## config.mk

```make
export PLATFORM = sky130hd
export DESIGN_NAME = uart_frame_parser
export DESIGN_NICKNAME = d
export VERILOG_FILES = /design/src/rtl/uart_frame_parser.sv
export SDC_FILE = /design/constraint.sdc
export NUM_CORES = 1
export LEC_CHECK = 0
export BUFFER_PORTS_ARGS = -buffer_cell sky130_fd_sc_hd__buf_2
export CORE_ASPECT_RATIO = 0.5
export CORE_MARGIN = 3
export CORE_UTILIZATION = 51
export DETAILED_ROUTE_END_ITERATION = 7
export PLACE_DENSITY = 0.71
export SLEW_MARGIN = 20
export SYNTH_ARGS = -nofsm -noshare
export SYNTH_HDL_FRONTEND = slang
export SYNTH_SLANG_ARGS = --single-unit
```

## constraint.sdc

```tcl
create_clock -name i_clk -period 12.6 [get_ports i_clk]
set_input_delay 1.89 -clock i_clk [delete_from_list [all_inputs] [get_ports i_clk]]
set_output_delay 1.89 -clock i_clk [all_outputs]
set_load 0.01 [all_outputs]
```

## src/rtl/uart_frame_parser.sv

```systemverilog
// uart_frame_parser: turns the UART receiver's byte stream into HEADER/CMD/LEN/payload/CHK frames.
// Latency: Frame_valid/Frame_err are registered, so they are high in the cycle after the edge that consumes the last byte.
// Backpressure: none. Every byte is consumed on its strobe, and a gap longer than the timeout aborts the frame.
//
// Ports:
//   i_clk, i_reset        system clock (rising edge); asynchronous active-high reset
//   i_rx_data, i_rx_done  received byte; level done flag whose rising edge marks a new byte
//   o_frame_valid         one-cycle pulse when a good frame appears on o_frame_cmd/len/payload
//   o_frame_cmd/len       CMD and LEN of the last good frame
//   o_frame_payload       payload, with byte i at [8i+7:8i] and bytes >= LEN zero
//   o_frame_err           one-cycle pulse when a frame is aborted
//   o_err_code            1 = LEN too large, 2 = bad checksum, 3 = timeout; holds until the next error
//   o_busy                high while a frame is in progress
module uart_frame_parser #(
   parameter int         MCNT          = 50_000_000,
   parameter int         BAUD          = 9600,
   parameter int         MAX_LEN       = 8,
   parameter logic [7:0] HEADER        = 8'hAA,
   parameter int         TIMEOUT_BYTES = 20
) (
   input  logic                   i_clk,
   input  logic                   i_reset,
   input  logic [7:0]             i_rx_data,
   input  logic                   i_rx_done,
   output logic                   o_frame_valid,
   output logic [7:0]             o_frame_cmd,
   output logic [3:0]             o_frame_len,
   output logic [8*MAX_LEN-1:0]   o_frame_payload,
   output logic                   o_frame_err,
   output logic [1:0]             o_err_code,
   output logic                   o_busy
);

   localparam int BIT_CYC     = MCNT / BAUD;
   localparam int TIMEOUT_CYC = TIMEOUT_BYTES * 10 * BIT_CYC;
   localparam int TW          = $clog2(TIMEOUT_CYC + 1);
   localparam int IW          = (MAX_LEN > 1) ? $clog2(MAX_LEN) : 1;

   typedef enum logic [2:0] {S_IDLE, S_CMD, S_LEN, S_DATA, S_CHK} state_t;

   state_t          r_state;
   logic            r_rx_done_d;
   logic [TW-1:0]   r_timer;
   logic [7:0]      r_cmd;
   logic [3:0]      r_len;
   logic [3:0]      r_idx;
   logic [7:0]      r_chk;
   logic [7:0]      r_buf [MAX_LEN];

   logic            w_stb;
   logic            w_timeout;

   // r_rx_done_d resets to 1, so a done level that is already high when reset is released is not taken as a new byte.
   assign w_stb     = i_rx_done & ~r_rx_done_d;
   // If a byte arrives in the limit cycle, the byte takes priority and the timeout does not fire.
   assign w_timeout = (r_state != S_IDLE) && !w_stb && (r_timer == TW'(TIMEOUT_CYC - 1));
   assign o_busy    = (r_state != S_IDLE);

   always_ff @(posedge i_clk or posedge i_reset) begin
      if (i_reset) begin
         r_state         <= S_IDLE;
         r_rx_done_d     <= 1'b1;
         r_timer         <= '0;
         r_cmd           <= '0;
         r_len           <= '0;
         r_idx           <= '0;
         r_chk           <= '0;
         for (int i = 0; i < MAX_LEN; i++) r_buf[i] <= '0;
         o_frame_valid   <= 1'b0;
         o_frame_cmd     <= '0;
         o_frame_len     <= '0;
         o_frame_payload <= '0;
         o_frame_err     <= 1'b0;
         o_err_code      <= '0;
      end else begin
         r_rx_done_d   <= i_rx_done;
         o_frame_valid <= 1'b0;
         o_frame_err   <= 1'b0;

         if (r_state == S_IDLE || w_stb) r_timer <= '0;
         else                            r_timer <= r_timer + TW'(1);

         if (w_timeout) begin
            o_frame_err <= 1'b1;
            o_err_code  <= 2'd3;
            r_state     <= S_IDLE;
            r_timer     <= '0;
         end else if (w_stb) begin
            case (r_state)
               S_IDLE: begin
                  // Bytes other than HEADER are dropped silently while waiting for a frame.
                  if (i_rx_data == HEADER) r_state <= S_CMD;
               end
               S_CMD: begin
                  r_cmd   <= i_rx_data;
                  r_chk   <= i_rx_data;
                  // Clear the buffer here so that payload bytes beyond LEN read back as zero.
                  for (int i = 0; i < MAX_LEN; i++) r_buf[i] <= '0;
                  r_state <= S_LEN;
               end
               S_LEN: begin
                  if (i_rx_data > 8'(MAX_LEN)) begin
                     o_frame_err <= 1'b1;
                     o_err_code  <= 2'd1;
                     r_state     <= S_IDLE;
                  end else begin
                     r_len   <= i_rx_data[3:0];
                     r_idx   <= '0;
                     r_chk   <= r_chk ^ i_rx_data;
                     r_state <= (i_rx_data == 8'd0) ? S_CHK : S_DATA;
                  end
               end
               S_DATA: begin
                  r_buf[r_idx[IW-1:0]] <= i_rx_data;
                  r_chk                <= r_chk ^ i_rx_data;
                  r_idx                <= r_idx + 4'd1;
                  if (r_idx == r_len - 4'd1) r_state <= S_CHK;
               end
               S_CHK: begin
                  if (i_rx_data == r_chk) begin
                     o_frame_valid <= 1'b1;
                     o_frame_cmd   <= r_cmd;
                     o_frame_len   <= r_len;
                     for (int i = 0; i < MAX_LEN; i++) o_frame_payload[8*i +: 8] <= r_buf[i];
                  end else begin
                     o_frame_err <= 1'b1;
                     o_err_code  <= 2'd2;
                  end
                  r_state <= S_IDLE;
               end
               default: r_state <= S_IDLE;
            endcase
         end
      end
   end

endmodule

```

Word level (Yosys, flattened, before mapping)
Index checks and enable logic that the tools add are counted.

Register bits: 192. Input port bits: 11. Output and inout port bits: 81. Word-level logic and storage cells: 98.

$add $sub $neg: 3. Magnitude comparators: 3. Eq/ne operators: 13. Multiplexer cells: 31. Bitwise logic cells: 6. Reduce and logical (&&, ||, !) cells: 21.

Operators with widths (count): case mux 64 bit (2 select lines) (1); bitwise mux 64 bit (1); two-way mux 20 bit (2); demux 8 bit (select 3 bit) (1); case mux 8 bit (3 select lines) (1); adder 20 x 1 -> 20 bit (second input constant) (1); == test 20 bit (second input constant) (1); AND reduction 4 bit (5); two-way mux 3 bit (6); two-way mux 8 bit (2); case mux 3 bit (4 select lines) (1); != test 3 bit (second input constant) (3); AND reduction 3 bit (3); nonzero test 3 bit (3); == test 8 bit (1); == test 8 bit (second input constant) (1); greater-than comparator 8 x 4 -> 1 bit (second input constant) (1); logical NOT 8 bit (1); two-way mux 1 bit (8); two-way mux 2 bit (4); case mux 4 bit (2 select lines) (1); XOR 8 bit (1); == test 3 x 2 -> 1 bit (second input constant) (2); nonzero test 2 bit (3); other kinds (19) (23).

Depth between registers and ports, before layout
Depth in word-level cells: 7. Mapped depth: 8. Gate-level depth less buffers: 7.

Worst setup path after synthesis
Ideal clock, no wire load.

Path type: in2reg. Start: input i_rx_data[3]. End: register o_frame_cmd[0]. Setup time: 0.125 ns. Arrival: 3.456 ns. Data required time: 12.475 ns. Slack: 9.019 ns. Stages: 8. Path buffers: 3. Cells stage by stage: clkbuf_1 > xor2_1 > nor4_1 > nand2_1 > nor2_2 > buf_4 > buf_6 > mux2_2.

Word-level cells in the longest chain between the ends: 2.

Ends and longest elaborated chain: from (decl) (RTL line 23) `input logic [7:0] i_rx_data,`; == test 8 bit (RTL line 120) `if (i_rx_data == r_chk) begin`; AND reduction 4 bit (no line); to (signal assigned) (RTL line 122) `o_frame_cmd <= r_cmd;`; to (decl) (RTL line 26) `output logic [7:0] o_frame_cmd,`.

No other way between the ends. A chain may end at the register's enable or synchronous reset.

Final worst setup path
Start: input i_rx_data[0]. End: register o_frame_len[2].

Word-level cells in the longest chain between the ends: 2.

Ends and longest elaborated chain: == test 8 bit (RTL line 120); AND reduction 4 bit (no line); to (signal assigned) (RTL line 123) `o_frame_len <= r_len;`; to (decl) (RTL line 27) `output logic [3:0] o_frame_len,`.

No other way between the ends.

==> results.json <==
{
  "setup_viol": 0,
  "finalHoldViolCount": 0,
  "area_delta_synth_final_pct": 14.21,
  "firstDrtPassIters": 5,
  "slew_violations": 0,
  "synth-edff-count": 0,
  "power_w": 0.001215,
  "drive_gt1_share_pct": 28.61,
  "rr_endpoint": "o_frame_len[2]",
  "cts_tree": "done",
  "synth_area_leaders": "dfrtp_1 (59%), mux2_2 (12%), nand3_1 (4.7%), o21ai_0 (4.7%), nand2_1 (2.3%)",
  "path_clk_slew_ns": 0.07,
  "root_buffer": "clkbuf_16",
  "synth_ff_type": "dfrtp_1",
  "synthCells": 696,
  "avgSynthCellArea_um2": 11.59,
  "grt_max_degree": 114,
  "hold_depth": 1,
  "dr.first_iter.drc_count": 409,
  "regArea_mm2": 0.004806,
  "ys_seq_area_share_pct": 59.59,
  "synth_common_cells": "dfrtp_1 (191), mux2_2 (85), nand3_1 (76), o21ai_0 (75), nand2_1 (50)",
  "ys_types": 47,
  "hp-class": "register to register",
  "p_per_area_mw_per_mm2": 131.9,
  "synth-compound-area-share_pct": 6.671,
  "fp.coreArea_mm2": 0.01497,
  "port_buffers": 91,
  "overflow": 0,
  "hold_start": "r_timer[0]",
  "cp_max_fo": 77,
  "synthMuxAreaShare_pct": 12.74,
  "synth_xor_area_share_pct": 3.584,
  "drcViolationCount": 0,
  "fin_skew_ns": 0.01036,
  "grtUsageTotal_pct": 19.69,
  "reg2reg_from": "r_chk[6]",
  "postCtsHoldBufs": 0,
  "die_h_um": 94.92,
  "gp_congestion": 0.8030,
  "hold_path_end": "r_timer[0]",
  "routed_wirelength_um": 16500,
  "ant_nets": 0,
  "worstPathArrival_ns": 4.20,
  "yosysTopAreaCellShare_pct": 59.26,
  "antenna_found_initial": 0,
  "dpl.hpwl_um": 10430,
  "finalSetupTns_ns": 0,
  "num_antenna_cells": 0,
  "ios": 92,
  "viasPerCell": 5.545,
  "max_slew_margin_pct": 31.12,
  "synth_top_cell_by_area": "dfrtp_1",
  "dieArea_mm2": 0.01745,
  "ys_warn_count": 0,
  "grt_pass1_wl_um": 27140,
  "initial_core_util_pct": 53.87,
  "clock_path_buffers": 2,
  "rows": 31,
  "synth_top_family_by_area": "simple AND/OR/NAND/NOR gates",
  "peakVddDrop_mv": 0.1099,
  "required_ns": 12.91,
  "fill_cells": 1213,
  "ff2ff_setup_slack_ns": 9.96,
  "vias": 5401,
  "worst_slew_pin_slew_ns": 1.033,
  "worstSetupPathType": "primary input to register",
  "clkSinkCount": 192,
  "cts_resized": 0,
  "rsz0062_at_grt": "false",
  "synth_area_mm2": 0.008065,
  "synthAdderAreaFrac_pct": 0.4654,
  "reg2regPathDepth": 6,
  "fmax_mhz": 256.8,
  "post_cts_buffers": 0,
  "grt_pass1_vias": 5223,
  "synth_most_common_cell": "dfrtp_1",
  "ys_ff_latch": 192,
  "multiInputGateArea_mm2": 0.003002,
  "cp-start-kind": "primary input",
  "cts_buffers": 17,
  "fin_crit_sh_pct": 30.90,
  "die_x_um": 183.8,
  "nNetsFinal": 777,
  "status": "finished clean",
  "synth-simple-area-share_pct": 13.59,
  "htree_levels": 4,
  "crit_path_end_kind": "register",
  "syn_nets": 710,
  "p_leak_nw": 4.470,
  "synthArstFlopShare_pct": 100.0,
  "min_period_ns": 3.893,
  "insertion_delay_ns": 0.43,
  "routedWlPerCell_um": 16.94,
  "cap_viol_max_count": 0
}
-- sequential cells by signal (all words and copies together) (netlist names) --
name,flops
o_frame_payload,64
r_buf,64
r_timer,20
o_frame_cmd,8
r_chk,8
r_cmd,8
o_frame_len,4
r_idx,4
r_len,4
r_state,3
o_err_code,2
o_frame_err,1
o_frame_valid,1
r_rx_done_d,1
-- cells in the final DEF (no fill, tap or decap), drive strengths merged, types with 4 or more instances in the layout --
cell type,n
inv,14
nor4,5
nand3,77
clkbuf,18
a21oi,16
o21ai,75
nand4,4
and3,7
buf,96
nor3,8
mux2i,7
xnor2,17
nor2,40
mux2,85
xor2,16
dfrtp,191
nor2b,5
nand2,50
or3,5
-- where the power goes --
group	switching, W	leakage [nW]	internal, W
Combinational	0.0000218	1.51	0.00000570
Sequential	0.00000189	2.66	0.000618
Clock	0.000247	0.299	0.000320
-- how the worst max path moves through the flow --
stage | from | endpoint | slack [ns]
2_1_floorplan | i_reset | o_err_code[0] | 5.48
6_report | i_rx_data[0] | o_frame_len[2] | 8.71
5_1_grt | i_rx_data[0] | o_frame_payload[12] | 8.54
4_1_cts | i_rx_data[0] | o_frame_payload[10] | 8.75
3_3_place_gp | i_rx_data[0] | o_frame_payload[54] | 8.28
3_5_place_dp | i_rx_data[0] | o_frame_payload[62] | 8.30
-- layer usage --
metal  vias to the layer above  share of wire (%)  global-route usage (%)
met5                         -                  0                       0
met4                         0                1.0                   5.594
met3                        17                3.5                   3.771
met2                        88                 46                   30.69
met1                      2731                 49                   28.49
li1                       2565                  -                       -
-- worst max-delay path, stage by stage --
cell	delay [ns]
buf_2	0.19
xor2_1	0.17
nor4_1	0.42
nand2_1	0.16
nor2_4	0.09
buf_4	0.74
mux2_2	0.42
-- layout make-up --
type / instances / area share [%]
flip-flops and latches: 192 / 52.17
multi-input cells: 448 / 32.59
repair buffers: 96 / 5.352
inverters: 8 / 0.4075
well taps: 198 / 2.689
clock buffers: 18 / 4.659
clock inverters: 14 / 2.133
-- cells by family (layout without fill, tap and decap cells) --
family	count (synthesis)	after routing
XOR/XNOR	33	33
AO/OA/AOI/OAI	102	102
flip-flops	192	192
AND/OR/NAND/NOR	218	218
multiplexers	92	92
adder cells (fa/ha/maj)	3	3
buffers and inverters	56	136
-- stage by stage --
| stage | hold WS [ns] | cells | area, µm² | setup WS [ns] | utilization, % |
|---|---|---|---|---|---|
| detailed placement | 0.4728 | 942 | 8577 | 8.299 | 57.29 |
| global route | 0.5069 | 974 | 9211 | 8.536 | 61.52 |
| floorplan | 0.4434 | 696 | 8065 | 5.484 | - |
| CTS | 0.4832 | 974 | 9203 | 8.752 | 61.47 |
| finish | 0.4876 | 974 | 9211 | 8.707 | 61.52 |
| global placement | 0.4655 | 942 | 8577 | 8.281 | 57.29 |
Power figures use the tool's default switching activity.
